$ cat src/rtl/rx_aurora_64to32_gearbox_pkg.sv
// ---------------------------------------------------------------------------
// rx_aurora_64to32_gearbox_pkg
// Shared definitions for the Aurora RX datapath modules.
//   gb_state_t      : gearbox FSM state encoding (IDLE, HDR, HI, LO)
//   K_HDR_TAG       : 4-bit marker placed in the top nibble of a K header word
//   k_header_word() : builds the 32-bit header word emitted ahead of a K entry
// ---------------------------------------------------------------------------
package rx_aurora_64to32_gearbox_pkg;

    typedef enum logic [1:0] {
        ST_IDLE = 2'd0,
        ST_HDR  = 2'd1,
        ST_HI   = 2'd2,
        ST_LO   = 2'd3
    } gb_state_t;

    localparam logic [3:0] K_HDR_TAG = 4'hF;

    // Header layout: {tag, source id, 24 zero bits}
    function automatic logic [31:0] k_header_word(input logic [3:0] id);
        return {K_HDR_TAG, id, 24'h000000};
    endfunction

endpackage

$ cat src/rtl/rx_aurora_64to32_gearbox_if.sv
// ---------------------------------------------------------------------------
// rx_aurora_64to32_gearbox_if
// Bundles the upstream FWFT FIFO read side and the downstream 32-bit FIFO-style
// output side of the gearbox.
//   IN_DATA/IN_IS_K/IN_EMPTY : head entry of the upstream FIFO
//   IN_READ                  : pop pulse towards the upstream FIFO
//   FIFO_READ                : consumer pops the current output word
//   FIFO_EMPTY/FIFO_DATA     : output word availability and value
// Modport slave is the gearbox view; master is the environment view.
// ---------------------------------------------------------------------------
interface rx_aurora_64to32_gearbox_if;
    logic [63:0] IN_DATA;
    logic        IN_IS_K;
    logic        IN_EMPTY;
    logic        IN_READ;
    logic        FIFO_READ;
    logic        FIFO_EMPTY;
    logic [31:0] FIFO_DATA;

    modport slave (
        input  IN_DATA,
        input  IN_IS_K,
        input  IN_EMPTY,
        input  FIFO_READ,
        output IN_READ,
        output FIFO_EMPTY,
        output FIFO_DATA
    );

    modport master (
        output IN_DATA,
        output IN_IS_K,
        output IN_EMPTY,
        output FIFO_READ,
        input  IN_READ,
        input  FIFO_EMPTY,
        input  FIFO_DATA
    );
endinterface

$ cat src/rtl/rx_aurora_64to32_gearbox.sv
// ---------------------------------------------------------------------------
// rx_aurora_64to32_gearbox
// Converts 64-bit entries from an upstream FWFT FIFO into a stream of 32-bit
// words presented with FIFO-style handshake. Data entries produce two words
// (high half, low half); user-K entries are preceded by a header word carrying
// the source IDENTIFIER, giving three words.
// Ports:
//   CLK    : rising-edge clock
//   RST_N  : asynchronous active-low reset
//   bus    : upstream/downstream handshake bundle (slave modport)
//   FLUSH  : synchronous discard of the held entry
//   K_CNT  : number of K entries fully emitted (wraps at 16 bits)
// ---------------------------------------------------------------------------
module rx_aurora_64to32_gearbox
    import rx_aurora_64to32_gearbox_pkg::*;
#(
    parameter int unsigned IDENTIFIER = 0
) (
    input  logic                            CLK,
    input  logic                            RST_N,
    rx_aurora_64to32_gearbox_if.slave       bus,
    input  logic                            FLUSH,
    output logic [15:0]                     K_CNT
);

    localparam logic [3:0] ID_TAG = IDENTIFIER[3:0];

    gb_state_t   state;
    gb_state_t   state_next;
    logic [64:0] entry;        // {is_k, data}
    logic [15:0] k_cnt;
    logic        load;
    logic        k_done;
    logic        in_read;

    // Next-state / handshake decode
    always_comb begin
        state_next = state;
        load       = 1'b0;
        k_done     = 1'b0;
        in_read    = 1'b0;

        if (FLUSH) begin
            state_next = ST_IDLE;
        end else begin
            unique case (state)
                ST_IDLE: begin
                    if (!bus.IN_EMPTY) begin
                        in_read    = 1'b1;
                        load       = 1'b1;
                        state_next = bus.IN_IS_K ? ST_HDR : ST_HI;
                    end
                end
                ST_HDR: begin
                    if (bus.FIFO_READ) state_next = ST_HI;
                end
                ST_HI: begin
                    if (bus.FIFO_READ) state_next = ST_LO;
                end
                ST_LO: begin
                    if (bus.FIFO_READ) begin
                        k_done = entry[64];
                        // Chain straight into the next entry so a continuous
                        // reader sees no empty bubble between entries.
                        if (!bus.IN_EMPTY) begin
                            in_read    = 1'b1;
                            load       = 1'b1;
                            state_next = bus.IN_IS_K ? ST_HDR : ST_HI;
                        end else begin
                            state_next = ST_IDLE;
                        end
                    end
                end
                default: state_next = ST_IDLE;
            endcase
        end
    end

    always_ff @(posedge CLK or negedge RST_N) begin
        if (!RST_N) begin
            state <= ST_IDLE;
        end else begin
            state <= state_next;
        end
    end

    always_ff @(posedge CLK or negedge RST_N) begin
        if (!RST_N) begin
            entry <= '0;
        end else if (FLUSH) begin
            entry <= '0;
        end else if (load) begin
            entry <= {bus.IN_IS_K, bus.IN_DATA};
        end
    end

    always_ff @(posedge CLK or negedge RST_N) begin
        if (!RST_N) begin
            k_cnt <= '0;
        end else if (k_done) begin
            k_cnt <= k_cnt + 16'd1;
        end
    end

    // Output word select
    always_comb begin
        bus.FIFO_DATA = 32'h0;
        unique case (state)
            ST_HDR:  bus.FIFO_DATA = k_header_word(ID_TAG);
            ST_HI:   bus.FIFO_DATA = entry[63:32];
            ST_LO:   bus.FIFO_DATA = entry[31:0];
            default: bus.FIFO_DATA = 32'h0;
        endcase
    end

    // The pop is combinational from IN_EMPTY, so it is gated with reset to
    // keep the upstream FIFO untouched while reset is held.
    assign bus.IN_READ    = in_read & RST_N;
    assign bus.FIFO_EMPTY = (state == ST_IDLE);
    assign K_CNT          = k_cnt;

endmodule

$ cat src/flat_wrapper.sv
// flat-port wrapper written by rule: the top's interface ports become plain ports
module rx_aurora_64to32_gearbox_flat import rx_aurora_64to32_gearbox_pkg::*;
#(
    parameter int unsigned IDENTIFIER = 0
)
  (CLK, RST_N, FLUSH, K_CNT, bus_IN_DATA, bus_IN_IS_K, bus_IN_EMPTY, bus_FIFO_READ, bus_IN_READ, bus_FIFO_EMPTY, bus_FIFO_DATA);
  rx_aurora_64to32_gearbox_if bus_i ();
  input  logic CLK;
  input  logic RST_N;
  input  logic FLUSH;
  output logic [15:0] K_CNT;
  input wire logic [$bits(bus_i.IN_DATA)-1:0] bus_IN_DATA;
  input wire logic [$bits(bus_i.IN_IS_K)-1:0] bus_IN_IS_K;
  input wire logic [$bits(bus_i.IN_EMPTY)-1:0] bus_IN_EMPTY;
  input wire logic [$bits(bus_i.FIFO_READ)-1:0] bus_FIFO_READ;
  output wire logic [$bits(bus_i.IN_READ)-1:0] bus_IN_READ;
  output wire logic [$bits(bus_i.FIFO_EMPTY)-1:0] bus_FIFO_EMPTY;
  output wire logic [$bits(bus_i.FIFO_DATA)-1:0] bus_FIFO_DATA;
  assign bus_i.IN_DATA = bus_IN_DATA;
  assign bus_i.IN_IS_K = bus_IN_IS_K;
  assign bus_i.IN_EMPTY = bus_IN_EMPTY;
  assign bus_i.FIFO_READ = bus_FIFO_READ;
  assign bus_IN_READ = bus_i.IN_READ;
  assign bus_FIFO_EMPTY = bus_i.FIFO_EMPTY;
  assign bus_FIFO_DATA = bus_i.FIFO_DATA;
  rx_aurora_64to32_gearbox #(.IDENTIFIER(IDENTIFIER)) u_core (.CLK(CLK), .RST_N(RST_N), .bus(bus_i), .FLUSH(FLUSH), .K_CNT(K_CNT));
endmodule
$ cat config.mk
export PLATFORM = sky130hd
export DESIGN_NAME = rx_aurora_64to32_gearbox_flat
export DESIGN_NICKNAME = d
export VERILOG_FILES = /design/src/rtl/rx_aurora_64to32_gearbox_pkg.sv /design/src/rtl/rx_aurora_64to32_gearbox_if.sv /design/src/rtl/rx_aurora_64to32_gearbox.sv /design/src/flat_wrapper.sv
export SDC_FILE = /design/constraint.sdc
export NUM_CORES = 1
export LEC_CHECK = 0
export BUFFER_PORTS_ARGS = -buffer_cell sky130_fd_sc_hd__clkbuf_2
export CORE_ASPECT_RATIO = 0.7
export CORE_MARGIN = 2
export CORE_UTILIZATION = 42
export CTS_CLUSTER_SIZE = 16
export DETAILED_ROUTE_END_ITERATION = 8
export GPL_ROUTABILITY_DRIVEN = 1
export PLACE_DENSITY = 0.73
export SYNTH_ARGS = -nofsm -noshare
export SYNTH_HDL_FRONTEND = slang
export SYNTH_SLANG_ARGS = --single-unit
$ cat constraint.sdc
create_clock -name CLK -period 1.8 [get_ports CLK]
set_clock_uncertainty 0.05 [all_clocks]
set_input_delay 0.18 -clock CLK [delete_from_list [all_inputs] [get_ports CLK]]
set_output_delay 0.18 -clock CLK [all_outputs]
set_load 0.1 [all_outputs]
# --- Word-level counts from Yosys, hierarchy flattened ---
# Cells that the tools add are included.
op_classes:
  add_sub_neg: 1
  n_eq_ne: 7
  n_mux: 18
  bitwise: 1
  reduce_logical: 3
op_table:
  columns: ["cell", "n"]
  rows:
  - ["65-bit 2-to-1 mux", 2]
  - ["32-bit case mux with 3 select lines", 1]
  - ["16-bit by 1-bit adder with 16-bit output, second input constant", 1]
  - ["2-bit 2-to-1 mux", 7]
  - ["3-bit != test, second input constant", 4]
  - ["2-bit case mux with 4 select lines", 1]
  - ["1-bit 2-to-1 mux", 6]
  - ["2-bit == test, second input constant", 2]
  - ["4-bit AND reduction", 1]
  - ["2-bit by 1-bit == test with 1-bit output, second input constant", 1]
  - ["2-bit logical NOT", 1]
  - ["1-bit case mux with 2 select lines", 1]
  - ["2-bit nonzero test", 1]
  - ["1-bit bitwise AND", 1]
word_totals:
  reg_bits: 83
  inputBits: 70
  output_inout_bits: 50
  wordCells: 33

# --- Logic depth before layout (Yosys ltp) ---
# Gate-level depths: netlist (run 1).
depth:
  word_depth: 6
  ltp_mapped: 8
  ltp_nobuf: 6

# --- Least setup slack after synthesis (run 1) ---
# OpenSTA, ideal clock, no wires.
synth_timing:
  kind: "register -> output"
  start: "reg u_core.state[1]"
  end: "out bus_IN_READ"
  arrival_time_ns: 2.831
  required_ns: 1.570
  setup_slack_ns: -1.261
  stages_incl_launch_ff: 8
  n_path_buf: 2
  cell_sequence: "dfrtp_1 inv_1 ha_1 a21oi_2 nor4_4 buf_6 buf_2 and2_1"
synth_via:
  elab_chain_len: 4
  word_cells_on_any_way: 5
  classes_between: "eq/ne (1); mux (2); bitwise (1); reduce/logical (1)"
synth_rtl:
  columns: ["item", "line_no", "text"]
  rows:
  - ["from (decl)", "rx_aurora_64to32_gearbox.sv:28", "gb_state_t state;"]
  - ["from (signal assigned)", "rx_aurora_64to32_gearbox.sv:83", "state <= state_next;"]
  - ["2-bit logical NOT", null, null]
  - ["net bus_FIFO_EMPTY", "flat_wrapper.sv:17", "output wire logic [$bits(bus_i.FIFO_EMPTY)-1:0] bus_FIFO_EMPTY;"]
  - ["1-bit case mux with 2 select lines", "rx_aurora_64to32_gearbox.sv:46", "unique case (state)"]
  - ["1-bit 2-to-1 mux", "rx_aurora_64to32_gearbox.sv:43", "if (FLUSH) begin"]
  - ["1-bit bitwise AND", "rx_aurora_64to32_gearbox.sv:118", "assign bus.IN_READ = in_read & RST_N;"]
  - ["to (decl)", "flat_wrapper.sv:16", "output wire logic [$bits(bus_i.IN_READ)-1:0] bus_IN_READ;"]
# The timed path passes the listed nets, and every way through them passes these cells.

# --- Worst setup path after layout (run 1) ---
layout_timing:
  start: "reg u_core.state[1]"
  end: "out bus_IN_READ"
layout_via:
  elab_chain_len: 4
  word_cells_on_any_way: 5
  classes_between: "eq/ne (1); mux (2); bitwise (1); reduce/logical (1)"
layout_rtl:
  columns: ["item", "line_no"]
  rows:
  - ["2-bit == test / 2-bit logical NOT (equally long branches)", "rx_aurora_64to32_gearbox.sv:46"]
  - ["1-bit case mux with 2 select lines *", "rx_aurora_64to32_gearbox.sv:46"]
  - ["1-bit 2-to-1 mux *", "rx_aurora_64to32_gearbox.sv:43"]
  - ["1-bit bitwise AND *", "rx_aurora_64to32_gearbox.sv:118"]
# Mark *: on every way between the ends. The rest lies on a longest branch, timed or not.

==> impl_results.md, run 1 <==
- Antenna viol nets, final: 0
- Die Outline Area: 9522 µm²
- Clock Path Buffers: 2
- Number of endpoints failing setup at the final stage: 103
- Setup slack of the worst register-to-register path: -0.34 ns
- Min-delay worst type: in -> reg
- Static Leakage: 3.045 nW
- Core Util, Final: 0.7341
- Worst voltage drop across the vdd grid: 2.015 mV
- Measured slew at the worst slew-check pin: approximately 0.56 ns
- Number of ports placed on the die boundary: between 100 and 150
- Reg-to-reg critical path endpoint: u_core.entry[35]$_DFFE_PN0P_
- Max-slew violation count: 0
- Std cell rows: 28
- Number of inserted filler cells in the final layout: 544
- Worst max-slew margin expressed relative to the limit: 0.6300
- Setup crit start: u_core.state[1]$_DFFE_PN0P_
- FF+latch area: 2111 µm²
- R2r startpoint: u_core.state[1]$_DFFE_PN0P_
- Initial DRC count: 194
- Unique cell type count in the Yosys netlist: 33
- Core Box Area: 8478 µm²
- Number of global-route vias before repair: between 3000 and 4000
- Final instance area: 6223 µm²
- Final WL: ~11000 µm
- Number of instances in the synthesized netlist: 281
- Global placer's final weighted congestion: 0.8048
- Average size of a mapped cell: approximately 13 µm²
- Worst skew pair latency: between 0.3 and 0.4 ns
- HPWL after detailed placement: 6657 µm
- Number of H-tree branching levels: 3
- Setup repair after global routing missed its margin: true
- Post-synthesis net count: 358
- Effective utilization at floorplan: 0.4333
- Status: finished, violations left
- Height of the die: slightly above 80 µm
- Number of buffers added on ports: 119
- Total number of vias: roughly 3100
- Critical path endpoint: bus_IN_READ
- Multi-input logic area: 1878 µm²
- DR DRC count: 0
- Root buffer cell: sky130_fd_sc_hd__clkbuf_16
- Pwr dens: 1367 nW/µm²
- Critical path startpoint category: flip-flop
- Placed Area: 5279 µm²
- Type of the worst setup path: reg -> out
- Post-synthesis instance area: approximately 3700 µm²
- Data required time at the worst endpoint: 1.57 ns
- Routed wirelength normalized by instance count: between 15 and 20 µm
- Antenna violations before repair: 0
- Count of nets after finishing: 520
- Mean number of vias per cell: 5.460
- Violations in the final reports: negative setup slack
- Fin. Hold Viols: 0
- Horizontal die dimension: ~120 µm
- Proportion of layout cells with a drive suffix above 1: 0.5973
- Remaining Overflow, GRT: 0
- Endpoint arrival time on the critical path: 1.93 ns
- Period Utilization, post-route: 1.200
- Yosys Warn Count: 0
- Largest net degree at the start of global routing: 84
- Count of inserted antenna diode cells: 0
- Total global-route track usage: 0.2348
- Register clock-pin slew on the reported worst setup and hold paths: ~0.06 ns
- Maximum frequency from static timing analysis: 463.0 MHz
- Number of buffers added by the clock tree synthesis step: 9
- First-pass DRT Iterations: 4
- Clock tree from TritonCTS: built
- Sequential element share of the synthesized area: 0.5654
- Count of cells along the worst register-to-register path: 11
- Register bit total from synthesis: 83
- Max-cap violations: 0
- Layout-stage area growth over the synthesis result: 69.41%
- Global-route wire length before repair: 16770 µm
- CP Capture Type: output port
- CP Max Fanout: 3
- Minimum clock period after layout: 2.160 ns
- Worst setup margin: -0.3601 ns
- Clk sink count: 83
routing by layer:
layer	global-route usage	routed length [µm]
met5	0	0
met4	0.06548	92
met3	0.06204	753
met2	0.3591	5142
met1	0.3330	4993
worst min-delay path by stage:
stage                          from                            to  slack (ns)  cells past startpoint
finish              bus_IN_DATA[10]  u_core.entry[10]$_DFFE_PN0P_        0.02                      2
global route        bus_IN_DATA[57]  u_core.entry[57]$_DFFE_PN0P_        0.01                      2
CTS                 bus_IN_DATA[57]  u_core.entry[57]$_DFFE_PN0P_       0.006                      2
detailed placement            RST_N  u_core.entry[39]$_DFFE_PN0P_        0.22                      2
global placement              RST_N  u_core.entry[33]$_DFFE_PN0P_        0.21                      2
floorplan                     RST_N   u_core.K_CNT[0]$_DFFE_PN0P_       -0.17                      0
cells in the mapped netlist (all sizes together):
cell type  instances  area [µm²]
ha                 7       87.58
or2                1       6.260
nor2              10       40.04
a2bb2oi            1       8.760
nor3               5       40.04
and2               1       6.260
dfrtp             83        2077
nor4               3       63.81
clkbuf             2       7.510
a211oi             1       7.510
nor2b              2       12.51
nand2              6       22.52
xnor2             11       96.34
a22oi              5       37.54
inv                6       22.52
mux2               1       11.26
nand4b             1       23.77
a22o              92       805.8
and3               2       12.51
a21o               1       7.510
nand4              4       25.02
xor2               4       35.03
buf               20       141.4
o221a              1       11.26
a21oi              7       38.79
nand3              4       25.02
repair_timing:
item	CTS	global route
endpoints found under the hold margin	83	0
setup buffers	22	12
hold buffers	1	0
resized for setup	34	24
gates cloned	5	1
setup endpoints to repair	113	115
pin swaps	34	29
critical path, stage by stage (launching register included):
cell,delay (ns)
sky130_fd_sc_hd__dfrtp_2,0.44
sky130_fd_sc_hd__inv_2,0.10
sky130_fd_sc_hd__buf_6,0.11
sky130_fd_sc_hd__ha_4,0.20
sky130_fd_sc_hd__nor4_4,0.25
sky130_fd_sc_hd__buf_4,0.17
sky130_fd_sc_hd__and2_4,0.14
sky130_fd_sc_hd__buf_12,0.16
through the flow:
step	setup WS, ns	setup TNS [ns]	std cells	total power [W]	hold slack (ns)
floorplan	-0.2353	-2.618	281	0.004821	-0.1656
global placement	-0.2907	-13.99	516	0.005719	0.2112
detailed placement	-0.3354	-18.32	516	0.005787	0.2191
CTS	-0.3423	-16.40	557	0.008255	0.006345
global route	-0.4100	-27.01	567	0.008854	0.01238
finish	-0.3601	-20.35	567	0.008510	0.01670
power breakdown:
| part | total, W | switching (W) | internal [W] |
|---|---|---|---|
| Combinational | 0.00407 | 0.00222 | 0.00185 |
| Clock | 0.00179 | 0.000729 | 0.00106 |
| Sequential | 0.00265 | 0.000360 | 0.00229 |
state kept, by name (all words and copies together) (netlist names):
name / cells
u_core.entry: 65
u_core.state: 2
u_core.K_CNT: 16
kinds of logic (layout without fill, tap and decap cells):
| logic type | count (synthesis) | in the layout | synth area share |
|---|---|---|---|
| mux | 1 | 1 | 0.003065 |
| flops | 83 | 83 | 0.5654 |
| simple gates | 39 | 40 | 0.07561 |
| xor+xnor | 15 | 15 | 0.03576 |
| buf+inv | 28 | 193 | 0.04666 |
| compound gates | 108 | 108 | 0.2497 |
| fa+ha+maj | 7 | 7 | 0.02384 |
cells in the final DEF, fill, tap and decap left out, drive strengths merged, types with 5 or more instances in the layout:
cell,netlist,final
xnor2,11,11
inv,6,6
clkbuf,2,95
nand2,6,6
dfrtp,83,83
nor3,5,5
buf,20,86
a22o,92,92
ha,7,7
a21oi,7,7
a22oi,5,5
nor2,10,10
final cells by class:
class | instances | area share
clock buffers | 10 | 0.03679
multi-input cells | 171 | 0.3018
well taps | 120 | 0.02413
flip-flops and latches | 83 | 0.3392
repair buffers | 172 | 0.2855
inverters | 6 | 0.003619
clock inverters | 5 | 0.009047
Power figures use the tool's default switching activity.
==> run 2: changes to the inputs <==
CAP_MARGIN = 30   (was unset)
RECOVER_POWER = 100   (was unset)
==> run 2 against run 1 <==
The flow still finishes with violations (negative setup slack). Total power fell by 0.15%. Count of clock-buffer cells in the layout unchanged. Combinational power about the same. Via count grew 0.39%. Cell count unchanged. Worst hold slack improved by 0.0014 ns. Die area did not move. Clock power barely moved. Sequential share of layout area up 0.096 points. Critical path type unchanged.
==> impl_results.md, run 2 (same netlist as run 1, synthesis figures left out) <==
- Total instance count after detailed placement: 516 (unchanged)
- End point of the worst hold path: u_core.entry[10]$_DFFE_PN0P_
- Setup repair after global routing missed its margin: true
- Most used cells in the layout excluding fill and tap cells: sky130_fd_sc_hd__clkbuf_2, sky130_fd_sc_hd__dfrtp_1, sky130_fd_sc_hd__a22o_1
- Maximum frequency from static timing analysis: 463.5 MHz (+0.12%)
- Core Box Area: 8478 µm² (unchanged)
- Height of the die: 82.25 µm (unchanged)
- Clk sink count: 83 (unchanged)
- Mean number of vias per cell: 5.481 (+0.39%)
- Largest register by flop count: u_core.entry
- HPWL after detailed placement: 6657 µm (unchanged)
- Critical path startpoint category: flip-flop
- Setup slack of the worst register-to-register path: -0.34 ns (about the same)
- Setup crit start: u_core.state[1]$_DFFE_PN0P_
- Initial DRC count: 188 (-3.1%)
- Most common library cell in the layout ignoring fill and taps: sky130_fd_sc_hd__clkbuf_2
- Number of standard cells in the final layout excluding fillers: 567 (unchanged)
- Effective utilization at floorplan: 0.4333 (unchanged)
- Global placer's final weighted congestion: 0.8048 (unchanged)
- Max-cap violations: 0 (unchanged)
- Data required time at the worst endpoint: 1.57 ns (about the same)
- CP Max Fanout: 3 (unchanged)
- CP Capture Type: output port
- Worst setup margin: -0.3575 ns (+0.002608 ns)
- Remaining Overflow, GRT: 0 (unchanged)
- Measured slew at the worst slew-check pin: 1.153 ns (+0.5958 ns)
- Number of ports placed on the die boundary: 120 (unchanged)
- Max-slew violation count: 0 (unchanged)
- Number of buffers added by the clock tree synthesis step: 9 (unchanged)
- Status: finished, violations left
- Reg-to-reg critical path endpoint: u_core.entry[35]$_DFFE_PN0P_
- Number of endpoints failing setup at the final stage: 103 (unchanged)
- Period Utilization, post-route: 1.199 (-0.001449)
- Root buffer cell: sky130_fd_sc_hd__clkbuf_16
- R2r startpoint: u_core.state[1]$_DFFE_PN0P_
- Pwr dens: 1369 nW/µm² (+0.13%)
- Total number of vias: 3108 (+0.39%)
- Core Util, Final: 0.7320 (-0.002066)
- Global-route wire length before repair: 16770 µm (unchanged)
- Worst voltage drop across the vdd grid: 2.013 mV (about the same)
- First-pass DRT Iterations: 4 (unchanged)
- Static Leakage: 3.039 nW (-0.19%)
- Startpoint of the lowest-slack hold path: bus_IN_DATA[10]
- Type of the worst setup path: reg -> out
- Final WL: 11040 µm (+0.56%)
- Max FFs per register: 65 (unchanged)
- Number of global-route vias before repair: 3167 (unchanged)
- Hold path cells: 2 (unchanged)
- Worst skew pair latency: 0.33 ns (about the same)
- Fin. Hold Viols: 0 (unchanged)
- Layout-stage area growth over the synthesis result: 68.94%
- Endpoint arrival time on the critical path: 1.93 ns (about the same)
- Antenna viol nets, final: 0 (unchanged)
- Setup TNS: -20.19 ns (+0.1553 ns)
- Minimum clock period after layout: 2.157 ns (-0.002608 ns)
- Count of inserted antenna diode cells: 0 (unchanged)
- Proportion of layout cells with a drive suffix above 1: 0.5973 (unchanged)
- Horizontal die dimension: 115.8 µm (unchanged)
- Register clock-pin slew on the reported worst setup and hold paths: 0.06 ns (about the same)
- Worst max-slew margin expressed relative to the limit: 0.2313 (-0.3988)
- Count of cells along the worst register-to-register path: 11 (unchanged)
- Std cell rows: 28 (unchanged)
- Count of nets after finishing: 520 (unchanged)
- Number of buffers added on ports: 119 (unchanged)
- Clock tree from TritonCTS: built
- Die Outline Area: 9522 µm² (unchanged)
- Antenna violations before repair: 0 (unchanged)
- Routed wirelength normalized by instance count: 19.47 µm (+0.56%)
- Total global-route track usage: 0.2348 (unchanged)
- Number of H-tree branching levels: 3 (unchanged)
- Final-layout worst hold slack: 0.01811 ns (+0.001404 ns)
- Largest net degree at the start of global routing: 84 (unchanged)
- Number of inserted filler cells in the final layout: 548 (+0.74%)
- Violations in the final reports: negative setup slack
- Min-delay worst type: in -> reg
- Clock Path Buffers: 2 (unchanged)
- DR DRC count: 0 (unchanged)
==> run 2: layout make-up <==
type                    count  area [µm²]  share of cell area
flip-flops and latches     83        2111              0.3401
multi-input cells         171        1878              0.3026
repair buffers            172        1759              0.2835
clock buffers              10       229.0             0.03690
well taps                 120       150.1             0.02419
clock inverters             5       56.30            0.009073
inverters                   6       22.52            0.003629
==> run 2: repair_timing <==
action | CTS | global route
cloned | 5 | 1
setup buffers | 22 | 12
hold buffers | 1 | 0
gates resized for setup | 34 | 24
setup endpoints to repair | 113 | 115
pin swaps | 34 | 29
endpoints found under the hold margin | 83 | 0
==> run 2: report_power, final <==
| group | switching [W] | internal, W |
|---|---|---|
| logic | 0.00223 | 0.00183 |
| clock network | 0.000728 | 0.00106 |
| registers | 0.000360 | 0.00229 |
==> run 2: how the worst max path moves through the flow <==
stage,end,slack (ns),cells after the start
after global routing,bus_IN_READ,-0.41,7
after global placement,bus_FIFO_DATA[27],-0.29,5
after detailed placement,bus_FIFO_DATA[23],-0.34,5
after CTS,bus_FIFO_DATA[4],-0.34,6
after floorplan,bus_IN_READ,-0.24,7
final,bus_IN_READ,-0.36,7
==> run 2: critical path, cell delays in order, from the launching register on <==
cell                      delay [ns]
sky130_fd_sc_hd__dfrtp_2        0.44
sky130_fd_sc_hd__inv_2          0.10
sky130_fd_sc_hd__buf_6          0.11
sky130_fd_sc_hd__ha_4           0.20
sky130_fd_sc_hd__nor4_4         0.25
sky130_fd_sc_hd__buf_4          0.17
sky130_fd_sc_hd__and2_4         0.14
sky130_fd_sc_hd__buf_12         0.16
==> run 2: layer usage <==
| metal | track usage | vias to the layer above | part of all wire | wire, µm |
|---|---|---|---|---|
| li1 | - | 1401 | - | - |
| met1 | 0.3330 | 1593 | 0.46 | 5048 |
| met2 | 0.3591 | 106 | 0.47 | 5171 |
| met3 | 0.06204 | 8 | 0.066 | 730 |
| met4 | 0.06548 | 0 | 0.0083 | 92 |
| met5 | 0 | - | 0 | 0 |
==> run 2: through the flow <==
| stage | setup slack [ns] | power [W] | cell area, µm² |
|---|---|---|---|
| after floorplan | -0.2353 | 0.004821 | 4034 |
| after global placement | -0.2907 | 0.005719 | 5279 |
| after detailed placement | -0.3354 | 0.005787 | 5279 |
| after CTS | -0.3423 | 0.008255 | 6036 |
| after global routing | -0.4100 | 0.008840 | 6206 |
| final | -0.3575 | 0.008497 | 6206 |
